## config.mk

```make
export PLATFORM = sky130hd
export DESIGN_NAME = xadac_wtrack
export DESIGN_NICKNAME = d
export VERILOG_FILES = /design/src/rtl/xadac_wtrack.sv
export SDC_FILE = /design/constraint.sdc
export NUM_CORES = 1
export LEC_CHECK = 0
export BUFFER_PORTS_ARGS = -buffer_cell sky130_fd_sc_hd__buf_2
export CAP_MARGIN = 30
export CORE_AREA = 2 2 178 180
export DETAILED_ROUTE_END_ITERATION = 8
export DIE_AREA = 0 0 180 182
export GPL_TIMING_DRIVEN = 0
export PLACE_DENSITY_LB_ADDON = 0.3
export SLEW_MARGIN = 20
export SYNTH_ARGS = -nofsm -noshare
export SYNTH_HDL_FRONTEND = slang
export SYNTH_SLANG_ARGS = --single-unit
```

## constraint.sdc

```tcl
create_clock -name clk -period 4.67 [get_ports clk]
set_clock_uncertainty 0.1 [all_clocks]
set_input_delay 0.7005 -clock clk [delete_from_list [all_inputs] [get_ports clk]]
set_output_delay 0.7005 -clock clk [all_outputs]
set_load 0.01 [all_outputs]
```

## src/rtl/xadac_wtrack.sv

```systemverilog
// Write-channel tracker between a vector-store unit and an AXI master port.
// It bounds outstanding AW bursts, holds W until its AW is issued, and flags bad or spurious B responses.
module xadac_wtrack #(
    parameter int IdWidth   = 4,
    parameter int AddrWidth = 64,
    parameter int DataWidth = 128,
    parameter int MaxOut    = 8
) (
    input  logic                       clk,
    input  logic                       rst,
    input  logic [IdWidth-1:0]         s_aw_id,
    input  logic [AddrWidth-1:0]       s_aw_addr,
    input  logic                       s_aw_valid,
    output logic                       s_aw_ready,
    input  logic [DataWidth-1:0]       s_w_data,
    input  logic [DataWidth/8-1:0]     s_w_strb,
    input  logic                       s_w_valid,
    output logic                       s_w_ready,
    output logic [IdWidth-1:0]         m_aw_id,
    output logic [AddrWidth-1:0]       m_aw_addr,
    output logic                       m_aw_valid,
    input  logic                       m_aw_ready,
    output logic [DataWidth-1:0]       m_w_data,
    output logic [DataWidth/8-1:0]     m_w_strb,
    output logic                       m_w_valid,
    input  logic                       m_w_ready,
    input  logic [IdWidth-1:0]         m_b_id,
    input  logic [1:0]                 m_b_resp,
    input  logic                       m_b_valid,
    output logic                       m_b_ready,
    input  logic                       fence,
    output logic                       idle,
    output logic [$clog2(MaxOut):0]    outstanding,
    output logic                       err,
    output logic [IdWidth-1:0]         err_id,
    input  logic                       err_clr
);

    localparam int CntW = $clog2(MaxOut) + 1;
    localparam logic [CntW-1:0] MaxCnt  = CntW'(MaxOut);
    localparam logic [CntW-1:0] CntZero = {CntW{1'b0}};
    localparam logic [CntW-1:0] CntOne  = {{(CntW-1){1'b0}}, 1'b1};

    logic [CntW-1:0]    out_cnt_r;
    logic [CntW-1:0]    w_owed_r;
    logic               err_r;
    logic [IdWidth-1:0] err_id_r;

    logic aw_en_s;
    logic aw_hs_s;
    logic w_en_s;
    logic w_hs_s;
    logic b_hs_s;
    logic b_dec_s;
    logic new_err_s;

    // Handshake qualifiers; everything is gated off while reset is asserted.
    always_comb begin
        aw_en_s   = ~rst & ~fence & (out_cnt_r < MaxCnt);
        aw_hs_s   = s_aw_valid & m_aw_ready & aw_en_s;
        w_en_s    = ~rst & ((w_owed_r != CntZero) | aw_hs_s);
        w_hs_s    = s_w_valid & m_w_ready & w_en_s;
        b_hs_s    = m_b_valid & ~rst;
        b_dec_s   = b_hs_s & (out_cnt_r != CntZero);
        new_err_s = b_hs_s & ((out_cnt_r == CntZero) | (m_b_resp != 2'b00));
    end

    assign m_aw_id     = s_aw_id;
    assign m_aw_addr   = s_aw_addr;
    assign m_aw_valid  = s_aw_valid & aw_en_s;
    assign s_aw_ready  = m_aw_ready & aw_en_s;
    assign m_w_data    = s_w_data;
    assign m_w_strb    = s_w_strb;
    assign m_w_valid   = s_w_valid & w_en_s;
    assign s_w_ready   = m_w_ready & w_en_s;
    assign m_b_ready   = ~rst;
    assign idle        = (out_cnt_r == CntZero) & (w_owed_r == CntZero);
    assign outstanding = out_cnt_r;
    assign err         = err_r;
    assign err_id      = err_id_r;

    // Outstanding-burst counter; a B with nothing outstanding never decrements.
    always_ff @(posedge clk) begin
        if (rst) begin
            out_cnt_r <= CntZero;
        end else begin
            case ({aw_hs_s, b_dec_s})
                2'b10:   out_cnt_r <= out_cnt_r + CntOne;
                2'b01:   out_cnt_r <= out_cnt_r - CntOne;
                default: out_cnt_r <= out_cnt_r;
            endcase
        end
    end

    // W beats owed to issued AWs; a lone W handshake implies w_owed_r > 0, so no underflow.
    always_ff @(posedge clk) begin
        if (rst) begin
            w_owed_r <= CntZero;
        end else begin
            case ({aw_hs_s, w_hs_s})
                2'b10: begin
                    if (w_owed_r < MaxCnt) begin
                        w_owed_r <= w_owed_r + CntOne;
                    end else begin
                        w_owed_r <= w_owed_r;
                    end
                end
                2'b01:   w_owed_r <= w_owed_r - CntOne;
                default: w_owed_r <= w_owed_r;
            endcase
        end
    end

    // Sticky error: first error ID wins, and a new error beats a same-cycle clear.
    always_ff @(posedge clk) begin
        if (rst) begin
            err_r    <= 1'b0;
            err_id_r <= {IdWidth{1'b0}};
        end else if (new_err_s) begin
            err_r <= 1'b1;
            if (!err_r || err_clr) begin
                err_id_r <= m_b_id;
            end else begin
                err_id_r <= err_id_r;
            end
        end else if (err_clr) begin
            err_r    <= 1'b0;
            err_id_r <= {IdWidth{1'b0}};
        end else begin
            err_r    <= err_r;
            err_id_r <= err_id_r;
        end
    end

endmodule

```

## Word-level counts from Yosys, hierarchy flattened

Cells that the tools add are included.

- Output and inout bits: 227
- Input port bits: 227
- Logic and storage cells: 55
- Bits in registers: 13

- Eq/ne operators: 6
- $lt $le $gt $ge: 2
- Bitwise logic cells: 19
- $add $sub $neg: 4
- Reduce and logical (&&, ||, !) cells: 12
- Multiplexer cells: 8

Operators by type and width:

| kind | number |
|---|---|
| $mux W4 | 4 |
| $pmux W4 S2 | 2 |
| $and A1 B1 Y1 | 15 |
| $add A4 B1 Y4 const B | 2 |
| $logic_not A4 Y1 | 2 |
| $lt A4 B4 Y1 const B | 2 |
| $reduce_bool A2 Y1 | 4 |
| $reduce_bool A4 Y1 | 2 |
| $sub A4 B1 Y4 const B | 2 |
| $eq A2 B1 Y1 const B | 2 |
| $eq A2 B2 Y1 const B | 2 |
| $reduce_and A2 Y1 | 2 |
| $mux W1 | 2 |
| $ne A2 B1 Y1 const B | 1 |
| $ne A2 B2 Y1 const B | 1 |
| $not A1 Y1 | 2 |
| $or A1 B1 Y1 | 2 |
| $logic_not A1 Y1 | 1 |
| $logic_or A1 B1 Y1 | 1 |

## Depth between registers and ports, before layout

- Depth after elaboration: 10
- Depth in mapped cells: 10
- Mapped depth without buffers: 10

## Worst setup path after synthesis

OpenSTA, ideal clock, no wires.

- Path type: input -> register
- From: in rst
- To: reg out_cnt_r[3] (netlist: outstanding[3])
- Data arrival time: 2.833 ns
- Data required time: 4.499 ns
- Setup time: 0.071 ns
- Path buffers: 0
- Stages: 9
- Slack: 1.667 ns
- Path through: or4b_4 -> nor2_1 -> inv_1 -> ha_1 -> ha_1 -> a21oi_1 -> a21oi_1 -> or4_1 -> a21oi_1

- Word-level cells in the longest chain between the ends: 6
- Elaborated cells between the ends (all ways): 10
- Those cells by class: eq/ne (2); mux (1); bitwise (6); reduce/logical (1)

Ends and longest elaborated chain:

| item | RTL line | text |
|---|---|---|
| start, declared | 10 | `input logic rst,` |
| $not A1 Y1 | 59, 63 |  |
| $and A1 B1 Y1 (2 in series) | 59 | `aw_en_s = ~rst & ~fence & (out_cnt_r < MaxCnt);` |
| $and A1 B1 Y1 | 60 | `aw_hs_s = s_aw_valid & m_aw_ready & aw_en_s;` |
| $eq A2 B1 Y1 or $eq A2 B2 Y1 (tied branches) | 87 | `case ({aw_hs_s, b_dec_s})` |
| $pmux W4 S2 or $reduce_bool A2 Y1 (tied branches) | - |  |
| end signal, assigned | 88 | `2'b10: out_cnt_r <= out_cnt_r + CntOne;` |
| end signal, assigned | 89 | `2'b01: out_cnt_r <= out_cnt_r - CntOne;` |
| end signal, assigned | 90 | `default: out_cnt_r <= out_cnt_r;` |
| end, declared | 44 | `logic [CntW-1:0] out_cnt_r;` |

Parallel ways exist; a longest one is shown, timed or not.
A chain may end at the register's enable or synchronous reset.

## Worst setup path after layout

Same ends and word-level chain as after synthesis.

==> qor.yml <==
global_routing:
  grt_pass1_wl_um: 14700
  overflow: 0
  antenna_found_initial: 2
  grt_use_total: 0.0618
  grt_max_degree: 11
  grt_pass1_vias: 2410
flow_run:
  cap_violations: 0
die:
  die-area_mm2: 0.0328
  initial_utilization: 0.0776
  die_y_um: 182
  io_pins: 454
  row_count: 65
  core_area_mm2: 0.0310
  die_x_um: 180
clock_network:
  root_buffer: "clkbuf_16"
  clock_path_buffers: 2
  postCtsSetupBuffers: 0
  htreeDepth: 1
  cts_buffers: 3
  clock_sinks: 13
  clk_latency_ns: 0.26
  cts_resized: 0
  cts_tree: "done"
  hold_buffers: 0
  path_clk_slew_ns: 0.06
placement:
  place_area_mm2: 0.00413
  dp_hpwl_um: 10400
  portBuffers: 241
  place_inst: 954
  gp_congestion: 0.778
cells_and_area:
  antenna_cells: 0
  layoutNonFillerInstCount: 958
  finalInstanceArea_mm2: 0.00421
  syn_to_final_growth_pct: 74.9
  regArea_um2: 260
  nFillCells: 3583
  nets: 789
  drive_gt1_frac: 0.831
  multiInputGateArea_um2: 512
synth:
  synth_top_area_share: 0.661
  synth-async-reset-ratio: 0
  synth_area_mm2: 0.00241
  ys_seq_area_frac: 0.108
  synthMuxAreaShare: 0.00416
  yosysTopAreaCell: "buf_4"
  synth-adder-area-share: 0.0291
  synthSimpleGateAreaFrac: 0.0884
  synth_xor_area_frac: 0.0109
  ys_warn_count: 0
  netlist_top_cells_area: "buf_4 66%, dfxtp_1 11%, a21oi_1 2.1%"
  synth_edf_count: 0
  synth_compound_area_frac: 0.0775
  ys.flop_type: "dfxtp_1"
  synth_top_family_by_area: "buffers and inverters"
  synthCells: 310
  ys_ff_latch: 13
  avgSynthCellArea_um2: 7.76
  ys_types: 33
  synth.net_count: 542
worst_setup_path:
  crit_required_ns: 4.75
  crit_fanout: 4
  rrSetupSlack_ns: 1.61
  cp_cell_sequence: "buf_2 -> or4b_4 -> nor2_1 -> inv_1 -> ha_1 -> ha_1 -> a21oi_1 -> a21oi_1 -> or4_1 -> a21oi_1"
  crit_path_max_incr_delay_ns: 0.56
  regToRegStartpoint: "outstanding[3]"
  rr_endpoint: "outstanding[3]"
  slowest_stage: "or4b_4"
  cpMostUsedCell: "a21oi_1"
  r2r_cells: 9
  cp-start-kind: "primary input"
  crit_path_end_kind: "flip-flop"
  critical_path_class: "primary input to flip-flop"
  arrival_ns: 3.32
min_path:
  hold_path.startpoint: "err_id[1]"
  whs_endpoint: "err_id[1]"
  hold_class: "flip-flop to flip-flop"
  hold_depth: 2
power:
  pwr-share-comb: 0.521
  total_power_uw: 632
  internal_power_uw: 421
  seqPwrFrac: 0.187
  power.density_mw_per_mm2: 150
  power_frac_clock: 0.293
  sw_frac_of_total: 0.335
  power_leakage_uw: 0.00231
  switchingPower_uw: 212
  vdd_drop_max_mv: 0.0949
timing:
  tightest_slew_ns: 0.858
  period_share: 0.694
  setup_viol: 0
  period_needed_ns: 3.24
  finalSetupTns_ns: 0
  hold-worst-slack_ns: 0.388
  max_slew_margin: 0.424
  fmax_mhz: 309
  rsz0062_at_grt: "no"
  slew_viol_final: 0
  finalHoldViolations: 0
routing:
  via_per_inst: 2.76
  drcViolationCount: 0
  ant_nets: 0
  via_count: 2642
  drt-total-wl_um: 11200
  drt-initial-drc-count: 27
  detail_route.wl_per_cell_um: 11.7
  firstDrtPassIters: 4
status:
  status: "finished, final reports clean"
-- cell type report --
cell class	instances	share of cell area
plain buffers	215	0.381
repair buffers	242	0.288
multi-input cells	72	0.122
well taps	402	0.120
flip-flops and latches	13	0.0618
clock buffers	3	0.0178
inverters	10	0.00892
clock inverters	1	0.00119
-- logic make-up after synthesis --
group,count (synthesis)
AO/OA/AOI/OAI,28
XOR/XNOR,3
adder cells (fa/ha/maj),5
buffers and inverters,225
flip-flops,13
multiplexers,1
AND/OR/NAND/NOR,35
-- stage by stage --
step                      utilization  worst slack (ns)
final                           0.136              1.43
after detailed placement        0.133              1.13
after global placement          0.133             0.854
after floorplan                     -              1.67
after CTS                       0.136              1.39
after global routing            0.136              1.17
-- worst max-delay path by stage --
stage / from / end / slack, ns / cells past startpoint
2_1_floorplan: rst / outstanding[3] / 1.67 / 9
3_3_place_gp: outstanding[3] / outstanding[3] / 0.85 / 8
3_5_place_dp: rst / outstanding[3] / 1.13 / 10
4_1_cts: rst / outstanding[3] / 1.39 / 10
5_1_grt: rst / outstanding[3] / 1.17 / 10
6_report: rst / outstanding[3] / 1.43 / 10
-- worst max-delay path, delay by kind of cell --
family          cells  cell delay, ns
simple gates        3            1.32
compound gates      3            0.43
fa+ha+maj           2            0.59
buf+inv             2            0.29
-- state kept, by name, summed over array words and instances (netlist names) --
register	flops
w_owed_r	4
outstanding	4
err	1
err_id	4
-- cell usage after synthesis (all sizes together) (3+ instances only) --
| master | instances |
|---|---|
| nor2b | 4 |
| o21ai | 3 |
| o211ai | 4 |
| inv | 10 |
| nor4 | 4 |
| buf | 212 |
| nand2 | 4 |
| o2111ai | 4 |
| nor3 | 3 |
| dfxtp | 13 |
| ha | 4 |
| nor2 | 9 |
| clkbuf | 3 |
| a21oi | 10 |
-- routing by layer --
metal / global-route usage / vias to the layer above / wire length [µm]
li1: - / 1281 / -
met1: 0.0655 / 1119 / 3880
met2: 0.116 / 228 / 5950
met3: 0.0239 / 10 / 1260
met4: 0.0127 / 4 / 89
met5: 0 / - / 28
-- cells in the final DEF (no fill, tap or decap), types with 2 or more instances in the layout --
cell type	Yosys	routed
buf_2	0	241
buf_4	212	213
dfxtp_1	13	13
inv_1	10	10
a21oi_1	10	10
nor2_1	9	9
nor2b_1	4	4
nand2_1	4	4
o2111ai_1	4	4
o211ai_1	4	4
ha_1	4	4
clkbuf_1	3	3
nor4_1	4	3
o21ai_0	3	3
nor3_1	3	3
clkbuf_16	0	3
a211oi_1	2	2
nand3_1	2	2
o41ai_1	2	2
xor2_1	2	2
-- power groups by stage --
stage	clock network (µW)	registers, µW	logic [µW]
4_1_cts	197	118	336
2_1_floorplan	0	121	209
3_3_place_gp	0	120	335
6_report	185	118	329
5_1_grt	199	119	355
3_5_place_dp	0	121	335
No activity file was read; power rests on OpenSTA's default activity.
